===== config.mk =====
export PLATFORM = sky130hd
export DESIGN_NAME = pwm_duty_capture
export DESIGN_NICKNAME = d
export VERILOG_FILES = /design/src/rtl/pwm_pkg.sv /design/src/rtl/pwm_duty_divider.sv /design/src/rtl/pwm_duty_capture.sv
export SDC_FILE = /design/constraint.sdc
export NUM_CORES = 1
export LEC_CHECK = 0
export ABC_AREA = 1
export ABC_CLOCK_PERIOD_IN_PS = 1720
export CORE_MARGIN = 2
export CORE_UTILIZATION = 28
export CTS_CLUSTER_SIZE = 8
export DETAILED_ROUTE_END_ITERATION = 8
export PLACE_DENSITY = 0.55
export SLEW_MARGIN = 15
export SYNTH_ARGS = -nofsm -noshare
export SYNTH_HDL_FRONTEND = slang
export SYNTH_SLANG_ARGS = --single-unit

===== constraint.sdc =====
create_clock -name clk -period 1.72 [get_ports clk]
set_input_delay 0.258 -clock clk [delete_from_list [all_inputs] [get_ports clk]]
set_output_delay 0.258 -clock clk [all_outputs]
set_load 0.01 [all_outputs]

===== src/rtl/pwm_pkg.sv =====
// Shared types and default sizing for the PWM duty-capture block.
package pwm_pkg;

  typedef enum logic {
    IDLE    = 1'b0,
    MEASURE = 1'b1
  } pwm_state_e;

  localparam int CNT_W_DEF       = 16;
  localparam int DUTY_W_DEF      = 8;
  localparam int SYNC_STAGES_DEF = 2;
  localparam int DUTY_MAX        = (1 << DUTY_W_DEF) - 1;

endpackage


===== src/rtl/pwm_duty_divider.sv =====
// Restoring divider producing floor(numer * 2**DUTY_W / denom), one quotient bit per cycle,
// saturating at all-ones.
module pwm_duty_divider
  import pwm_pkg::*;
#(
  parameter int CNT_W  = CNT_W_DEF,
  parameter int DUTY_W = DUTY_W_DEF
) (
  input  logic              clk,
  input  logic              rst,
  input  logic              start_i,
  input  logic              abort_i,
  input  logic [CNT_W-1:0]  numer_i,
  input  logic [CNT_W-1:0]  denom_i,
  output logic              busy_o,
  output logic              done_o,
  output logic [DUTY_W-1:0] quot_o
);

  localparam int REM_W = CNT_W + 1;
  localparam int BIT_W = $clog2(DUTY_W + 1);

  logic [REM_W-1:0]  rem_q;
  logic [REM_W-1:0]  rem_d;
  logic [REM_W-1:0]  rem_shift;
  logic [CNT_W-1:0]  den_q;
  logic [DUTY_W-1:0] quot_q;
  logic [BIT_W-1:0]  bits_q;
  logic              sat_q;
  logic              busy_q;
  logic              done_q;
  logic              ge;

  // Quotient bits above DUTY_W-1 are non-zero only when numer >= denom, which is
  // exactly the saturating case, so only the low DUTY_W bits are iterated.
  always_comb begin
    rem_shift = {rem_q[CNT_W-1:0], 1'b0};
    ge        = rem_shift >= {1'b0, den_q};
    rem_d     = ge ? (rem_shift - {1'b0, den_q}) : rem_shift;
  end

  always_ff @(posedge clk) begin
    if (rst || abort_i) begin
      rem_q  <= '0;
      den_q  <= '0;
      quot_q <= '0;
      bits_q <= '0;
      sat_q  <= 1'b0;
      busy_q <= 1'b0;
      done_q <= 1'b0;
    end else begin
      done_q <= 1'b0;
      if (start_i && !busy_q) begin
        rem_q  <= {1'b0, numer_i};
        den_q  <= denom_i;
        quot_q <= '0;
        bits_q <= BIT_W'(DUTY_W);
        sat_q  <= numer_i >= denom_i;
        busy_q <= 1'b1;
      end else if (busy_q) begin
        rem_q  <= rem_d;
        quot_q <= DUTY_W'({quot_q, ge});
        bits_q <= bits_q - BIT_W'(1);
        if (bits_q == BIT_W'(1)) begin
          busy_q <= 1'b0;
          done_q <= 1'b1;
        end
      end
    end
  end

  assign busy_o = busy_q;
  assign done_o = done_q;
  assign quot_o = sat_q ? '1 : quot_q;

endmodule


===== src/rtl/pwm_duty_capture.sv =====
// Samples an asynchronous PWM input and reports period, high time and duty fraction.
// A missing rising edge for 2**CNT_W-1 cycles flags the line as stuck high or low.
module pwm_duty_capture
  import pwm_pkg::*;
#(
  parameter int CNT_W       = CNT_W_DEF,
  parameter int DUTY_W      = DUTY_W_DEF,
  parameter int SYNC_STAGES = SYNC_STAGES_DEF
) (
  input  logic              clk,
  input  logic              rst,
  input  logic              pwm_in,
  output logic [CNT_W-1:0]  period_cnt,
  output logic [CNT_W-1:0]  high_cnt,
  output logic              meas_valid,
  output logic [DUTY_W-1:0] duty,
  output logic              duty_valid,
  output logic              stuck_high,
  output logic              stuck_low
);

  localparam logic [CNT_W-1:0] CNT_MAX = '1;
  localparam logic [CNT_W-1:0] CNT_ONE = CNT_W'(1);

  logic [SYNC_STAGES-1:0] sync_q;
  logic                   pwm_s;
  logic                   pwm_s_dly_q;
  logic                   rise;
  logic                   timeout;
  pwm_state_e             state_q;
  logic [CNT_W-1:0]       period_ctr_q;
  logic [CNT_W-1:0]       high_ctr_q;
  logic [CNT_W-1:0]       period_cnt_q;
  logic [CNT_W-1:0]       high_cnt_q;
  logic                   meas_valid_q;
  logic [DUTY_W-1:0]      duty_q;
  logic                   duty_valid_q;
  logic                   stuck_high_q;
  logic                   stuck_low_q;
  logic                   div_start;
  logic                   div_busy;
  logic                   div_done;
  logic [DUTY_W-1:0]      div_quot;

  assign pwm_s     = sync_q[SYNC_STAGES-1];
  assign rise      = pwm_s & ~pwm_s_dly_q;
  // A rise in the final counting cycle is still a normal capture.
  assign timeout   = (state_q == MEASURE) && !rise && (period_ctr_q == CNT_MAX);
  assign div_start = (state_q == MEASURE) && rise && !div_busy;

  pwm_duty_divider #(
    .CNT_W  (CNT_W),
    .DUTY_W (DUTY_W)
  ) u_divider (
    .clk     (clk),
    .rst     (rst),
    .start_i (div_start),
    .abort_i (timeout),
    .numer_i (high_ctr_q),
    .denom_i (period_ctr_q),
    .busy_o  (div_busy),
    .done_o  (div_done),
    .quot_o  (div_quot)
  );

  always_ff @(posedge clk) begin
    if (rst) begin
      sync_q       <= '0;
      pwm_s_dly_q  <= 1'b0;
      state_q      <= IDLE;
      period_ctr_q <= '0;
      high_ctr_q   <= '0;
      period_cnt_q <= '0;
      high_cnt_q   <= '0;
      meas_valid_q <= 1'b0;
      duty_q       <= '0;
      duty_valid_q <= 1'b0;
      stuck_high_q <= 1'b0;
      stuck_low_q  <= 1'b0;
    end else begin
      sync_q       <= {sync_q[SYNC_STAGES-2:0], pwm_in};
      pwm_s_dly_q  <= pwm_s;
      meas_valid_q <= 1'b0;
      duty_valid_q <= 1'b0;
      if (div_done) begin
        duty_q       <= div_quot;
        duty_valid_q <= 1'b1;
      end
      case (state_q)
        IDLE: begin
          if (rise) begin
            state_q      <= MEASURE;
            period_ctr_q <= CNT_ONE;
            high_ctr_q   <= CNT_ONE;
            stuck_high_q <= 1'b0;
            stuck_low_q  <= 1'b0;
          end
        end
        MEASURE: begin
          if (rise) begin
            period_cnt_q <= period_ctr_q;
            high_cnt_q   <= high_ctr_q;
            meas_valid_q <= 1'b1;
            period_ctr_q <= CNT_ONE;
            high_ctr_q   <= CNT_ONE;
            stuck_high_q <= 1'b0;
            stuck_low_q  <= 1'b0;
          end else if (timeout) begin
            // Overrides any divider result landing in the same cycle.
            state_q      <= IDLE;
            stuck_high_q <= pwm_s;
            stuck_low_q  <= ~pwm_s;
            duty_q       <= pwm_s ? '1 : '0;
            duty_valid_q <= 1'b1;
          end else begin
            period_ctr_q <= period_ctr_q + CNT_ONE;
            if (pwm_s) begin
              high_ctr_q <= high_ctr_q + CNT_ONE;
            end
          end
        end
        default: state_q <= IDLE;
      endcase
    end
  end

  assign period_cnt = period_cnt_q;
  assign high_cnt   = high_cnt_q;
  assign meas_valid = meas_valid_q;
  assign duty       = duty_q;
  assign duty_valid = duty_valid_q;
  assign stuck_high = stuck_high_q;
  assign stuck_low  = stuck_low_q;

endmodule


==> results.py <==
metrics = {
    "logic_synthesis": {
        "synth_largest_area_cell": "sky130_fd_sc_hd__dfxtp_1",
        "post_synth_inst_count": 965,
        "post_synth_most_frequent_cells": "sky130_fd_sc_hd__nand2_1 (231), sky130_fd_sc_hd__dfxtp_1 (127), sky130_fd_sc_hd__inv_1 (104), sky130_fd_sc_hd__nor2_1 (97), sky130_fd_sc_hd__a21oi_1 (81)",
        "synth-edff-count": 0,
        "synth.yosys.warnings": 0,
        "synth.cell_area_um2": 6770,
        "synthMostInstantiatedCell": "sky130_fd_sc_hd__nand2_1",
        "yosysSeqAreaShare_pct": 37.6,
        "post_synth.cell_area_avg_um2": 7.01,
        "synth_area_leaders": "sky130_fd_sc_hd__dfxtp_1 (38%), sky130_fd_sc_hd__nand2_1 (13%), sky130_fd_sc_hd__ha_1 (6.7%)",
        "postSynth.asyncResetShare_pct": 0,
        "synthFlopType": "sky130_fd_sc_hd__dfxtp_1",
        "synth_cell_types": 46,
        "count_of_state_elements_after_synthesis": 127,
        "synth_nets": 1005,
        "synth_top_area_share_pct": 37.6,
    },
    "detailed_routing": {
        "first_pass_iters": 5,
        "detail_route.iter0.violations": 403,
        "drt_wl_total_um": 22900,
        "route.antenna.remaining_nets": 0,
        "wire_length_per_cell_after_detailed_routing_um": 15.1,
        "drc_markers": 0,
        "vias_per_cell": 4.70,
        "dr_total_vias": 7103,
    },
    "power_and_ir_drop": {
        "power_per_cell_area_nw_per_um2": 705,
        "design_power_total_w": 0.00745,
        "total_leakage_power_nw": 4.39,
        "vdd_drop_max_uv": 671,
    },
    "grt": {
        "wire_length_of_the_first_global_routing_pass_um": 35800,
        "grt_antenna_before_repair": 0,
        "grt_pass1_vias": 6874,
        "globalRoute.totalOverflow": 0,
        "groute.usage.overall_pct": 17.7,
        "global_route.usage.met1_pct": 22.3,
        "pin_count_of_the_biggest_net_entering_global_routing": 30,
        "grt_most_used_layer": "met2",
        "use_met2_pct": 29.8,
        "groute.layer.met3.usage_pct": 3.07,
    },
    "status": {
        "run_status": "finished with violations",
        "failed_checks": "negative setup slack",
    },
    "sta": {
        "rsz0062_at_grt": "yes",
        "finalSetupViolations": 40,
        "postLayoutSetupSlackWorst_ns": -0.133,
        "timing_max_transition_violations_final": 0,
        "worst_clock_skew_ns": 0.00879,
        "timing_worst_slew_pin_value_ns": 0.664,
        "final_period_minus_worst_setup_slack_ns": 1.85,
        "final.setup.tns_ns": -2.35,
        "clock.fmax_mhz": 540,
        "final_min_period_over_clock_period_pct": 108,
        "worst_slew_margin_rel_pct": 55.6,
        "final-hold-violation-count": 0,
    },
    "setup_path": {
        "worstPathRequired_ns": 2.05,
        "cp_data_arrival_time_ns": 2.18,
        "cp-end-kind": "flop",
        "worstPathCellList": "inv_2, ha_4, ha_4, nand2_1, nor2_1, nand3_1, nor2_2, nor2_4, nand2_8, buf_12, or2_0, nand3_1, nand2_1",
        "startpoint_type": "flop",
        "path_class": "reg2reg",
        "largest_delay_contributor_family_on_the_critical_path": "simple AND/OR/NAND/NOR gates",
        "max_stage_delay_ns": 0.33,
        "worstPathMaxFanout": 8,
        "cp_num_buf_inv": 2,
        "crit_slowest_cell": "sky130_fd_sc_hd__dfxtp_2",
    },
    "placed_design": {
        "port-buffer-count": 46,
        "place.gp.congestion": 0.838,
        "place_worst_setup_slack_ns": -0.248,
        "dp.final_hpwl_um": 16600,
    },
    "clocking": {
        "cts_tree": "done",
        "path_clk_slew_ns": 0.06,
        "htree_num_levels": 4,
        "cts_hold_buffers": 0,
        "cts-root-buf": "sky130_fd_sc_hd__clkbuf_16",
        "max-clock-path-buffers": 2,
        "cts_made_buffers": 17,
        "worstSkewPairLatency_ns": 0.43,
        "cts.sinks": 127,
    },
    "floorplanning": {
        "initial_core_util_pct": 28.7,
        "die-width_um": 159,
        "fp.coreArea_um2": 23600,
        "boundaryPins": 47,
        "floorplan.die_area_um2": 25400,
        "floorplan.rows": 56,
        "die_height_um": 159,
    },
    "cells_and_area": {
        "fillCellCount": 2329,
        "syn_to_final_growth_pct": 56.1,
        "design.final.nets": 1220,
        "layout-drive-gt1-share_pct": 38.2,
        "layout_utilization_pct": 44.7,
        "insertedDiodeCount": 0,
    },
    "worst_hold_path": {
        "min-delay-path-class": "in2reg",
    },
    "run": {
        "max_cap_viol_count": 0,
    },
}
==> stage by stage <==
stage / std cells / hold slack, ns / instance area, µm²
floorplan: 965 / 0.365 / 6960
global placement: 1449 / 0.393 / 8860
detailed placement: 1449 / 0.402 / 8860
CTS: 1493 / 0.343 / 9870
global route: 1512 / 0.385 / 10600
finish: 1512 / 0.356 / 10600
==> final timing paths <==
kind,startpoint,to,slack [ns],cells past startpoint
setup reg to reg,u_divider.den_q[1],u_divider.rem_q[12],-0.13,13
hold reg to reg,sync_q[0],sync_q[1],0.41,2
setup / recovery,u_divider.den_q[1],u_divider.rem_q[12],-0.13,13
hold / removal,pwm_in,sync_q[0],0.36,3
==> worst reg2reg max path, stage by stage (launching register included) <==
cell and delay, ns:
sky130_fd_sc_hd__dfxtp_2 0.33, sky130_fd_sc_hd__inv_2 0.05, sky130_fd_sc_hd__ha_4 0.23, sky130_fd_sc_hd__ha_4 0.15, sky130_fd_sc_hd__nand2_1 0.05, sky130_fd_sc_hd__nor2_1 0.04
sky130_fd_sc_hd__nand3_1 0.08, sky130_fd_sc_hd__nor2_2 0.06, sky130_fd_sc_hd__nor2_4 0.18, sky130_fd_sc_hd__nand2_8 0.09, sky130_fd_sc_hd__buf_12 0.15, sky130_fd_sc_hd__or2_0 0.22
sky130_fd_sc_hd__nand3_1 0.07, sky130_fd_sc_hd__nand2_1 0.05
==> registers in the layout, summed over array words and instances, names as in the netlist, 2 cells and up <==
signal,count
high_cnt,16
period_ctr_q,16
high_ctr_q,16
u_divider.quot_q,8
period_cnt,16
u_divider.rem_q,16
duty,8
u_divider.den_q,16
sync_q,2
u_divider.bits_q,4
==> layer usage <==
layer / part of all wire, % / up-vias
met3: 3.0 / 44
met2: 48 / 124
li1: - / 3611
met1: 46 / 3324
met5: 0 / -
met4: 2.8 / 0
==> layout make-up <==
class	count	area, µm²	share of cell area (%)
Timing Repair Buffer	229	2000	19.0
Clock buffer	18	429	4.06
Inverter	119	469	4.44
Tap cell	319	399	3.78
Clock inverter	14	131	1.24
Sequential cell	127	2580	24.5
Multi-Input combinational cell	686	4540	43.0
==> where the power goes <==
| group | switching (W) | total (W) | internal, W |
|---|---|---|---|
| registers | 0.0000213 | 0.00299 | 0.00297 |
| logic | 0.000561 | 0.00100 | 0.000439 |
| clock network | 0.00145 | 0.00346 | 0.00201 |
| total | 0.00204 | 0.00745 | 0.00541 |
==> kinds of logic after synthesis <==
group,share of synthesized area (%)
DFF,37.6
AOI/OAI and AO/OA,15.3
and+or+nand+nor,29.2
buffers and inverters,9.28
adders and majority gates,6.95
xor gates and xnor gates,1.68
==> cell usage in the layout (no fill, tap or decap), types with 27 or more instances in the layout <==
| cell | instances |
|---|---|
| sky130_fd_sc_hd__inv_1 | 87 |
| sky130_fd_sc_hd__clkdlybuf4s50_1 | 46 |
| sky130_fd_sc_hd__nand3_1 | 34 |
| sky130_fd_sc_hd__nand2_1 | 185 |
| sky130_fd_sc_hd__nand2_2 | 40 |
| sky130_fd_sc_hd__inv_2 | 27 |
| sky130_fd_sc_hd__buf_4 | 161 |
| sky130_fd_sc_hd__nor2_1 | 83 |
| sky130_fd_sc_hd__a21oi_1 | 61 |
| sky130_fd_sc_hd__o21ai_0 | 35 |
| sky130_fd_sc_hd__dfxtp_1 | 101 |
==> repair_timing <==
item / 4_1_cts / 5_1_grt
setup endpoints to repair: 78 / 79
cloned: 1 / 3
resized for setup: 109 / 142
buffers inserted: 11 / 16
pin swaps: 39 / 65
Note: power is estimated with default switching activity, not from simulation.
